<file path="src/rtl/maze_nav_ctrl.sv">
// Button-driven navigator for a 3x3 maze: edge-detects the four direction buttons,
// rate-limits moves by frame count, and runs a blink/restart sequence once the goal is reached.
module maze_nav_ctrl #(
    parameter logic [5:0] H_OPEN       = 6'b111111,
    parameter logic [5:0] V_OPEN       = 6'b001100,
    parameter int         GOAL         = 8,
    parameter int         MOVE_GAP     = 4,
    parameter int         BLINK_FRAMES = 8
) (
    input  logic       clk,
    input  logic       reset,
    input  logic       btn_u,
    input  logic       btn_d,
    input  logic       btn_l,
    input  logic       btn_r,
    input  logic       frame_tick,
    output logic [3:0] pos,
    output logic       move_pulse,
    output logic       bump_pulse,
    output logic       win,
    output logic       blink,
    output logic [7:0] moves,
    output logic       state_dbg
);

    localparam int GW = (MOVE_GAP > 0) ? $clog2(MOVE_GAP + 1) : 1;
    localparam int BW = (BLINK_FRAMES > 1) ? $clog2(BLINK_FRAMES) : 1;
    localparam int TW = $clog2(2 * BLINK_FRAMES + 1);

    localparam logic [GW-1:0] GAP_MAX       = GW'(MOVE_GAP);
    localparam logic [BW-1:0] BLINK_LAST    = BW'(BLINK_FRAMES - 1);
    localparam logic [TW-1:0] RESTART_TICKS = TW'(2 * BLINK_FRAMES);
    localparam logic [3:0]    GOAL_POS      = 4'(GOAL);
    // Padded so a full 4-bit cell-derived index can select without range issues.
    localparam logic [15:0]   H_PAD         = {10'd0, H_OPEN};
    localparam logic [15:0]   V_PAD         = {10'd0, V_OPEN};

    typedef enum logic {PLAY = 1'b0, WIN = 1'b1} state_t;

    state_t          state, state_n;
    logic [3:0]      prev;
    logic [3:0]      btn;
    logic [3:0]      edges;
    logic [1:0]      row, col;
    logic [3:0]      hr_idx, hl_idx;
    logic            sel_valid;
    logic            sel_legal;
    logic [3:0]      sel_tgt;

    logic [3:0]      pos_n;
    logic [7:0]      moves_n;
    logic [GW-1:0]   gap, gap_n;
    logic [BW-1:0]   blink_cnt, blink_cnt_n;
    logic [TW-1:0]   win_ticks, win_ticks_n;
    logic            blink_n, move_n, bump_n;

    assign btn       = {btn_u, btn_d, btn_l, btn_r};
    assign edges     = btn & ~prev;
    assign sel_valid = |edges;
    assign win       = (state == WIN);
    assign state_dbg = state;

    always_comb begin
        row = 2'd2;
        col = 2'd2;
        case (pos)
            4'd0, 4'd1, 4'd2: row = 2'd0;
            4'd3, 4'd4, 4'd5: row = 2'd1;
            default:          row = 2'd2;
        endcase
        case (pos)
            4'd0, 4'd3, 4'd6: col = 2'd0;
            4'd1, 4'd4, 4'd7: col = 2'd1;
            default:          col = 2'd2;
        endcase
    end

    // Horizontal passage index is row*2+col, i.e. pos-row for the rightward wall.
    assign hr_idx = pos - {2'b00, row};
    assign hl_idx = hr_idx - 4'd1;

    // Single winner among simultaneous edges: up > down > left > right.
    always_comb begin
        sel_tgt   = pos;
        sel_legal = 1'b0;
        if (edges[3]) begin
            if (row != 2'd0) begin
                sel_tgt   = pos - 4'd3;
                sel_legal = V_PAD[pos - 4'd3];
            end
        end else if (edges[2]) begin
            if (row != 2'd2) begin
                sel_tgt   = pos + 4'd3;
                sel_legal = V_PAD[pos];
            end
        end else if (edges[1]) begin
            if (col != 2'd0) begin
                sel_tgt   = pos - 4'd1;
                sel_legal = H_PAD[hl_idx];
            end
        end else if (edges[0]) begin
            if (col != 2'd2) begin
                sel_tgt   = pos + 4'd1;
                sel_legal = H_PAD[hr_idx];
            end
        end
    end

    always_comb begin
        state_n     = state;
        pos_n       = pos;
        moves_n     = moves;
        gap_n       = gap;
        blink_n     = blink;
        blink_cnt_n = blink_cnt;
        win_ticks_n = win_ticks;
        move_n      = 1'b0;
        bump_n      = 1'b0;
        case (state)
            PLAY: begin
                if (frame_tick && gap != GAP_MAX) gap_n = gap + GW'(1);
                if (pos == GOAL_POS) begin
                    // Arrival cycle: enter WIN and let any coincident press go.
                    state_n     = WIN;
                    blink_n     = 1'b0;
                    blink_cnt_n = '0;
                    win_ticks_n = '0;
                end else if (sel_valid && gap == GAP_MAX) begin
                    if (sel_legal) begin
                        pos_n  = sel_tgt;
                        move_n = 1'b1;
                        gap_n  = '0;
                        if (moves != 8'hFF) moves_n = moves + 8'd1;
                    end else begin
                        bump_n = 1'b1;
                    end
                end
            end
            WIN: begin
                if (sel_valid && win_ticks == RESTART_TICKS) begin
                    state_n     = PLAY;
                    pos_n       = 4'd0;
                    moves_n     = 8'd0;
                    gap_n       = GAP_MAX;
                    blink_n     = 1'b0;
                    blink_cnt_n = '0;
                    win_ticks_n = '0;
                end else if (frame_tick) begin
                    if (win_ticks != RESTART_TICKS) win_ticks_n = win_ticks + TW'(1);
                    if (blink_cnt == BLINK_LAST) begin
                        blink_cnt_n = '0;
                        blink_n     = ~blink;
                    end else begin
                        blink_cnt_n = blink_cnt + BW'(1);
                    end
                end
            end
            default: state_n = PLAY;
        endcase
    end

    // prev tracks the buttons even during reset so a held button yields no edge afterwards.
    always_ff @(posedge clk) begin
        prev <= btn;
        if (reset) begin
            state      <= PLAY;
            pos        <= 4'd0;
            moves      <= 8'd0;
            gap        <= GAP_MAX;
            blink      <= 1'b0;
            blink_cnt  <= '0;
            win_ticks  <= '0;
            move_pulse <= 1'b0;
            bump_pulse <= 1'b0;
        end else begin
            state      <= state_n;
            pos        <= pos_n;
            moves      <= moves_n;
            gap        <= gap_n;
            blink      <= blink_n;
            blink_cnt  <= blink_cnt_n;
            win_ticks  <= win_ticks_n;
            move_pulse <= move_n;
            bump_pulse <= bump_n;
        end
    end

endmodule

</file>
<file path="config.mk">
export PLATFORM = sky130hd
export DESIGN_NAME = maze_nav_ctrl
export DESIGN_NICKNAME = d
export VERILOG_FILES = /design/src/rtl/maze_nav_ctrl.sv
export SDC_FILE = /design/constraint.sdc
export NUM_CORES = 1
export LEC_CHECK = 0
export BUFFER_PORTS_ARGS = -buffer_cell sky130_fd_sc_hd__buf_2
export CORE_ASPECT_RATIO = 0.7
export CORE_MARGIN = 5
export CORE_UTILIZATION = 35
export DETAILED_ROUTE_END_ITERATION = 7
export GPL_ROUTABILITY_DRIVEN = 0
export HOLD_SLACK_MARGIN = 0.1
export SLEW_MARGIN = 20
export SYNTH_ARGS = -nofsm -noshare
export SYNTH_HDL_FRONTEND = slang
export SYNTH_SLANG_ARGS = --single-unit
</file>
<file path="constraint.sdc">
create_clock -name clk -period 5 [get_ports clk]
set_clock_uncertainty 0.15 [all_clocks]
set_input_delay 1 -clock clk [delete_from_list [all_inputs] [get_ports clk]]
set_output_delay 1 -clock clk [all_outputs]
set_load 0.03 [all_outputs]
</file>
=== After elaboration in Yosys (flattened, before gate mapping) ===
Memories as Yosys holds them, arrays and structs flattened. A register that Yosys moved wholly into a read port is not among the register bits.
Index checks and enable logic that the tools add are counted.

* Flip-flop bits (word level): 31
* ROM bits: 64
* Bits of input ports: 7
* Output and inout bits: 17
* Word-level logic and storage cells: 141
* Memories: 4

* Add/sub/neg operators: 10
* Magnitude comparators: 4
* Eq/ne operators: 30
* Multiplexer cells: 61
* Bitwise operators: 5
* Reduce and logical (&&, ||, !) cells: 17

{| class="wikitable"
|+ Memories
! memory !! depth !! bits a word !! rd ports !! clocked after Yosys merged registers in !! write ports !! RTL line !! source
|-
| (no name shown) || 16 || 1 || 1 || 0 || 0 || 104 || <nowiki>sel_legal = H_PAD[hr_idx];</nowiki>
|-
| (no name shown) || 16 || 1 || 1 || 0 || 0 || 99 || <nowiki>sel_legal = H_PAD[hl_idx];</nowiki>
|-
| (no name shown) || 16 || 1 || 1 || 1 || 0 || 94 || <nowiki>sel_legal = V_PAD[pos];</nowiki>
|-
| (no name shown) || 16 || 1 || 1 || 0 || 0 || 89 || <nowiki>sel_legal = V_PAD[pos - 4'd3];</nowiki>
|}

{| class="wikitable"
|+ Operators with widths
! operator !! count
|-
| $mux W4 || 14
|-
| $mux W8 || 5
|-
| $mux W3 || 9
|-
| $lt A4 B5 Y1 const B || 4
|-
| $mux W1 || 20
|-
| $mux W5 || 4
|-
| $ne A5 B5 Y1 const B || 4
|-
| $eq A4 B3 Y1 const B || 4
|-
| $pmux W8 S2 || 1
|-
| $ne A2 B2 Y1 const B || 7
|-
| $pmux W3 S2 || 2
|-
| $reduce_or A3 Y1 || 4
|-
| $pmux W5 S2 || 1
|-
| $reduce_and A9 Y1 || 1
|-
| $add A8 B1 Y8 const B || 1
|-
| $eq A4 B2 Y1 const B || 2
|-
| $ne A8 B8 Y1 const B || 1
|-
| $pmux W2 S2 || 2
|-
| $pmux W4 S2 || 1
|-
| $reduce_or A4 Y1 || 2
|-
| $sub A4 B1 Y4 const B || 2
|-
| $add A3 B1 Y3 const B || 2
|-
| $eq A3 B3 Y1 const B || 2
|-
| $ne A3 B1 Y1 const B || 2
|-
| other kinds (22) || 30
|}

=== Longest topological paths before layout ===
* Depth after elaboration: 17
* Mapped depth: 16
* Gate-level depth less buffers: 16

=== Worst setup path before layout ===
OpenSTA, ideal clock, no wires.

* Kind: reg2reg
* Start: reg pos[1]
* End: reg moves[5]
* Setup time: 0.116 ns
* Arrival time: 4.212 ns
* Data required time: 4.734 ns
* Path slack: 0.523 ns
* Stages on the path, launching flop included: 17
* Buffers on the path: 1
* Clock period less this slack: 4.477 ns
* Path through: dfxtp_1 ha_1 clkbuf_1 nor2_1 a211oi_1 ha_1 inv_1 fa_1 inv_1 ha_1 xor3_1 nor2_1 or4_4 o211a_4 o41ai_4 a21oi_1 a31o_1

* Cells in the longest elaborated chain, start to end: 13
* Elaborated cells between the ends (all ways): 39
* Those cells by class: add/sub: 3; eq/ne: 12; mux: 13; reduce/logical: 8; memory: 3

{| class="wikitable"
|+ Ends and longest elaborated chain
! element !! RTL line !! source
|-
| from (decl) || 17 || <nowiki>output logic [3:0] pos,</nowiki>
|-
| from (signal assigned) || 177 || <nowiki>pos <= pos_n;</nowiki>
|-
| $eq A4 B3 Y1 (tied with other cells) || 66, 71 ||
|-
| $reduce_or A3 Y1 || 66 || <nowiki>case (pos)</nowiki>
|-
| $pmux W2 S2 || 66 ||
|-
| $sub A4 B2 Y4 || 79 || <nowiki>assign hr_idx = pos - {2'b00, row};</nowiki>
|-
| $sub A4 B1 Y4 / $mem_v2 Z16 W1 (equally long branches) || -- ||
|-
| $mem_v2 Z16 W1 / $mux W1 (equally long branches) || -- ||
|-
| $mux W1, on equally long branches || 99, 102 ||
|-
| $mux W1, on equally long branches || 97, 101 ||
|-
| $mux W1 || 96 || <nowiki>end else if (edges[1]) begin</nowiki>
|-
| $mux W1 || 91 || <nowiki>end else if (edges[2]) begin</nowiki>
|-
| $mux W1 || 86 || <nowiki>if (edges[3]) begin</nowiki>
|-
| $ne A2 B2 Y1 (no line) || -- ||
|-
| $reduce_and A5 Y1 (no line) * || -- ||
|-
| to (signal assigned) || 178 || <nowiki>moves <= moves_n;</nowiki>
|-
| to (decl) || 22 || <nowiki>output logic [7:0] moves,</nowiki>
|}

Every way passes the cells marked *; elsewhere a longest branch is shown, timed or not. The select of a mux whose other input is x is not followed.
A chain may end at the register's enable or synchronous reset.

==> results.md <==
* Run status: completed
* Flops & latches, synth at 32
* Inserted Clock Buffers at 5
* GRT met3 Usage at 3.94%
* Effective utilization at floorplan at 36.2%
* Type of the worst setup path: flip-flop to flip-flop
* Setup-violating endpoint count in the final report at 0
* Final cell count without fillers at 349
* Clock tree from TritonCTS: yes
* Net Count, Synth at 271
* Fraction of registers with async set or reset after synthesis at 0%
* Kind of capture point of the worst setup path: flip-flop
* Critical Path RT at 5020 ps
* Number of max-capacitance violations reported at 0
* Clock Sink Count at 32
* Cell leakage power at 0.986 nW
* Fill cell total of the finished layout at 610
* Top cells by area, synth: sky130_fd_sc_hd__dfxtp_1 31%, sky130_fd_sc_hd__ha_1 9.0%, sky130_fd_sc_hd__nor2_1 4.9%
* Post-synthesis sequential area ratio at 30.7%
* Maximum VDD drop at 0.148 mV
* Overall routed net length at 4.95 mm
* Leading area contributor after synthesis: sky130_fd_sc_hd__dfxtp_1
* Setup repair after global routing missed its margin: false
* Antenna cell count at 0
* Routing usage on met2 at 19.2%
* Clk buf depth at 2
* DR vias at 1872
* H-tree Lvls at 2
* Total Die Area at 0.00762 sq mm
* Growth of design area from synthesis to finish at 14.3%
* Pin count of the biggest net entering global routing at 17
* Depth of the most critical reg-to-reg path at 16
* Share of the clock period used by the worst path after layout at 89.5%
* Beginning of the worst register-to-register path: pos[1]
* Synth unique cells at 56
* PnR worst setup slack at 523 ps
* Pre-CTS setup slack at 536 ps
* Die width at 102 um
* Ports at 24
* Actual transition at the worst max-transition pin at 639 ps
* Setup tns final at 0 ps
* Met1 usage in global routing at 20.7%
* Maximum fanout along the worst path at 7
* Drt pass-1 iters at 4
* Minimum clock period after layout at 4480 ps
* Number of nets in the layout at 296
* Highest Clock Rate at 223 MHz
* Average wire per standard cell at 14.2 um
* Cells after DPL at 341
* Worst min-delay path category: flip-flop to flip-flop
* DRC marker count from the first detailed-route iteration at 97
* Buffer count from post-CTS setup fixing at 0
* IO buf count at 23
* Number of resized instances in the post-cts repair step at 0
* Ratio of cells with drive above 1 in the final layout at 15.7%
* Setup slack of the worst register-to-register path at 520 ps
* Storage cell area at 641 sq um
* HPWL Detailed at 3.78 mm
* Multi-input gate area in the final layout at 0.00135 sq mm
* Total count of hold-check failures in the final report at 0
* Count of antenna-violating nets left after detailed routing at 0
* Global-route wire length before repair at 8.26 mm
* Number of pins with negative max-slew slack in the final report at 0
* Clk pin slew, worst setup/hold paths at 70 ps
* Sort of element at the start of the critical path: flip-flop
* EDFF count, synth at 0
* Synth Cell Area at 0.00208 sq mm
* CP startpoint: pos[1]
* Yosys warning total at 0
* Worst slew slack as a fraction of its limit at 57.0%
* Clock tree root buffer cell: sky130_fd_sc_hd__clkbuf_8
* Tot GR Track Use at 13.9%
* Die H at 74.6 um
* Total of hold buffers inserted after clock tree synthesis at 0
* Average footprint of a synthesized cell at 8.41 sq um
* Hold Path Depth at 2
* Commonest register cell after synthesis: sky130_fd_sc_hd__dfxtp_1
* Post-DR vias/cell at 5.36
* Antenna violations before repair at 0
* Via count of the first global-routing pass at 1703
* Row cnt at 23
* DRC errors left at 0
* Area of the core at 0.00576 sq mm
* Leading cell types in the layout, fill and taps excluded: 32 x sky130_fd_sc_hd__dfxtp_1, 27 x sky130_fd_sc_hd__nor2_1, 23 x sky130_fd_sc_hd__buf_2
* Number of standard cells after synthesis at 248
* Global routing's busiest layer: met1
* Most frequent standard cell in the layout excluding fill and tap cells: sky130_fd_sc_hd__dfxtp_1
* Signal arrival time at the worst endpoint at 4500 ps
* Clock latency at the later pin of the worst-skew pair at 290 ps
* Global route total overflow at 0
* Pwr Density at 383 mW/mm^2
* Area share of the largest cell type after synthesis at 30.7%
-- kinds of logic after synthesis --
kind of cell	after synthesis	share of synthesized area, %
AND/OR/NAND/NOR	104	25.9
multiplexers	2	1.02
adder cells (fa/ha/maj)	16	9.96
XOR/XNOR	10	4.92
flip-flops	32	30.7
AO/OA/AOI/OAI	63	23.2
buffers and inverters	21	4.32
-- critical path: stages, from the launching register on --
cell and delay (ps):
sky130_fd_sc_hd__dfxtp_1 390, sky130_fd_sc_hd__inv_1 170, sky130_fd_sc_hd__ha_1 320, sky130_fd_sc_hd__nor2_1 130, sky130_fd_sc_hd__a211oi_1 250, sky130_fd_sc_hd__ha_1 200, sky130_fd_sc_hd__inv_1 50, sky130_fd_sc_hd__fa_1 520
sky130_fd_sc_hd__inv_1 60, sky130_fd_sc_hd__ha_1 190, sky130_fd_sc_hd__xor3_1 210, sky130_fd_sc_hd__nor2_1 50, sky130_fd_sc_hd__or4_4 510, sky130_fd_sc_hd__o211ai_1 430, sky130_fd_sc_hd__nand2_1 280, sky130_fd_sc_hd__a32oi_1 350
sky130_fd_sc_hd__nor4b_2 90
-- layer usage --
metal,routed length [um],vias up
li1,-,961
met1,2680,866
met2,1980,38
met3,249,7
met4,46,0
met5,0,-
-- power by group --
group	internal, mW	leakage [nW]	switching (mW)
sequential	0.274	0.260	0.0246
clock	0.148	0.0552	0.101
combinational	0.152	0.671	0.213
-- worst min-delay path by stage --
| stage | start | end | slack (ps) |
|---|---|---|---|
| final | blink_cnt[0] | blink_cnt[0] | 330 |
| after global routing | blink_cnt[0] | blink_cnt[0] | 360 |
| after CTS | blink_cnt[0] | blink_cnt[0] | 330 |
| after detailed placement | blink_cnt[0] | blink_cnt[0] | 320 |
| after global placement | blink_cnt[0] | blink_cnt[0] | 320 |
| after floorplan | blink_cnt[0] | blink_cnt[0] | 300 |
-- layout make-up --
| class | count | area share, % |
|---|---|---|
| Multi-Input combinational cell | 195 | 56.8 |
| Sequential cell | 32 | 26.9 |
| Tap cell | 75 | 3.94 |
| Inverter | 13 | 2.05 |
| Clock inverter | 2 | 1.47 |
| Timing Repair Buffer | 26 | 5.78 |
| Clock buffer | 6 | 3.05 |
-- cell usage after synthesis, types with 2 or more instances --
library cell	instances
sky130_fd_sc_hd__a211oi_1	4
sky130_fd_sc_hd__and3_1	4
sky130_fd_sc_hd__and2_1	3
sky130_fd_sc_hd__o21ai_0	5
sky130_fd_sc_hd__inv_1	13
sky130_fd_sc_hd__or3_1	2
sky130_fd_sc_hd__o32ai_1	2
sky130_fd_sc_hd__nor3_1	12
sky130_fd_sc_hd__a311oi_1	2
sky130_fd_sc_hd__nor2b_1	6
sky130_fd_sc_hd__a32o_1	2
sky130_fd_sc_hd__a211o_1	2
sky130_fd_sc_hd__o211a_1	2
sky130_fd_sc_hd__nand3_1	9
sky130_fd_sc_hd__xor2_1	6
sky130_fd_sc_hd__o311a_1	2
sky130_fd_sc_hd__or2_2	2
sky130_fd_sc_hd__a31oi_1	3
sky130_fd_sc_hd__nand2_1	18
sky130_fd_sc_hd__ha_1	15
sky130_fd_sc_hd__clkbuf_1	6
sky130_fd_sc_hd__nand2b_1	8
sky130_fd_sc_hd__nor2_1	27
sky130_fd_sc_hd__a32oi_1	4
sky130_fd_sc_hd__o21bai_1	4
sky130_fd_sc_hd__nand4_1	4
sky130_fd_sc_hd__a21oi_1	18
sky130_fd_sc_hd__dfxtp_1	32
sky130_fd_sc_hd__nand4b_1	2
sky130_fd_sc_hd__xnor2_1	3
-- per-stage QoR --
| stage | utilization [%] | area (sq um) | power [mW] | hold slack (ps) |
|---|---|---|---|---|
| final | 41.4 | 2380 | 0.912 | 327 |
| after global routing | 41.4 | 2380 | 0.976 | 357 |
| after CTS | 41.4 | 2380 | 0.917 | 333 |
| after detailed placement | 39.5 | 2270 | 0.667 | 322 |
| after global placement | 39.5 | 2270 | 0.668 | 319 |
| after floorplan | - | 2080 | 0.591 | 299 |
-- sequential cells by signal, summed over array words and instances, names as in the netlist, 3 cells and up, named ones only --
signal	flops
moves	8
win_ticks	5
pos	4
prev	4
blink_cnt	3
gap	3
No activity file was read; power rests on OpenSTA's default activity.
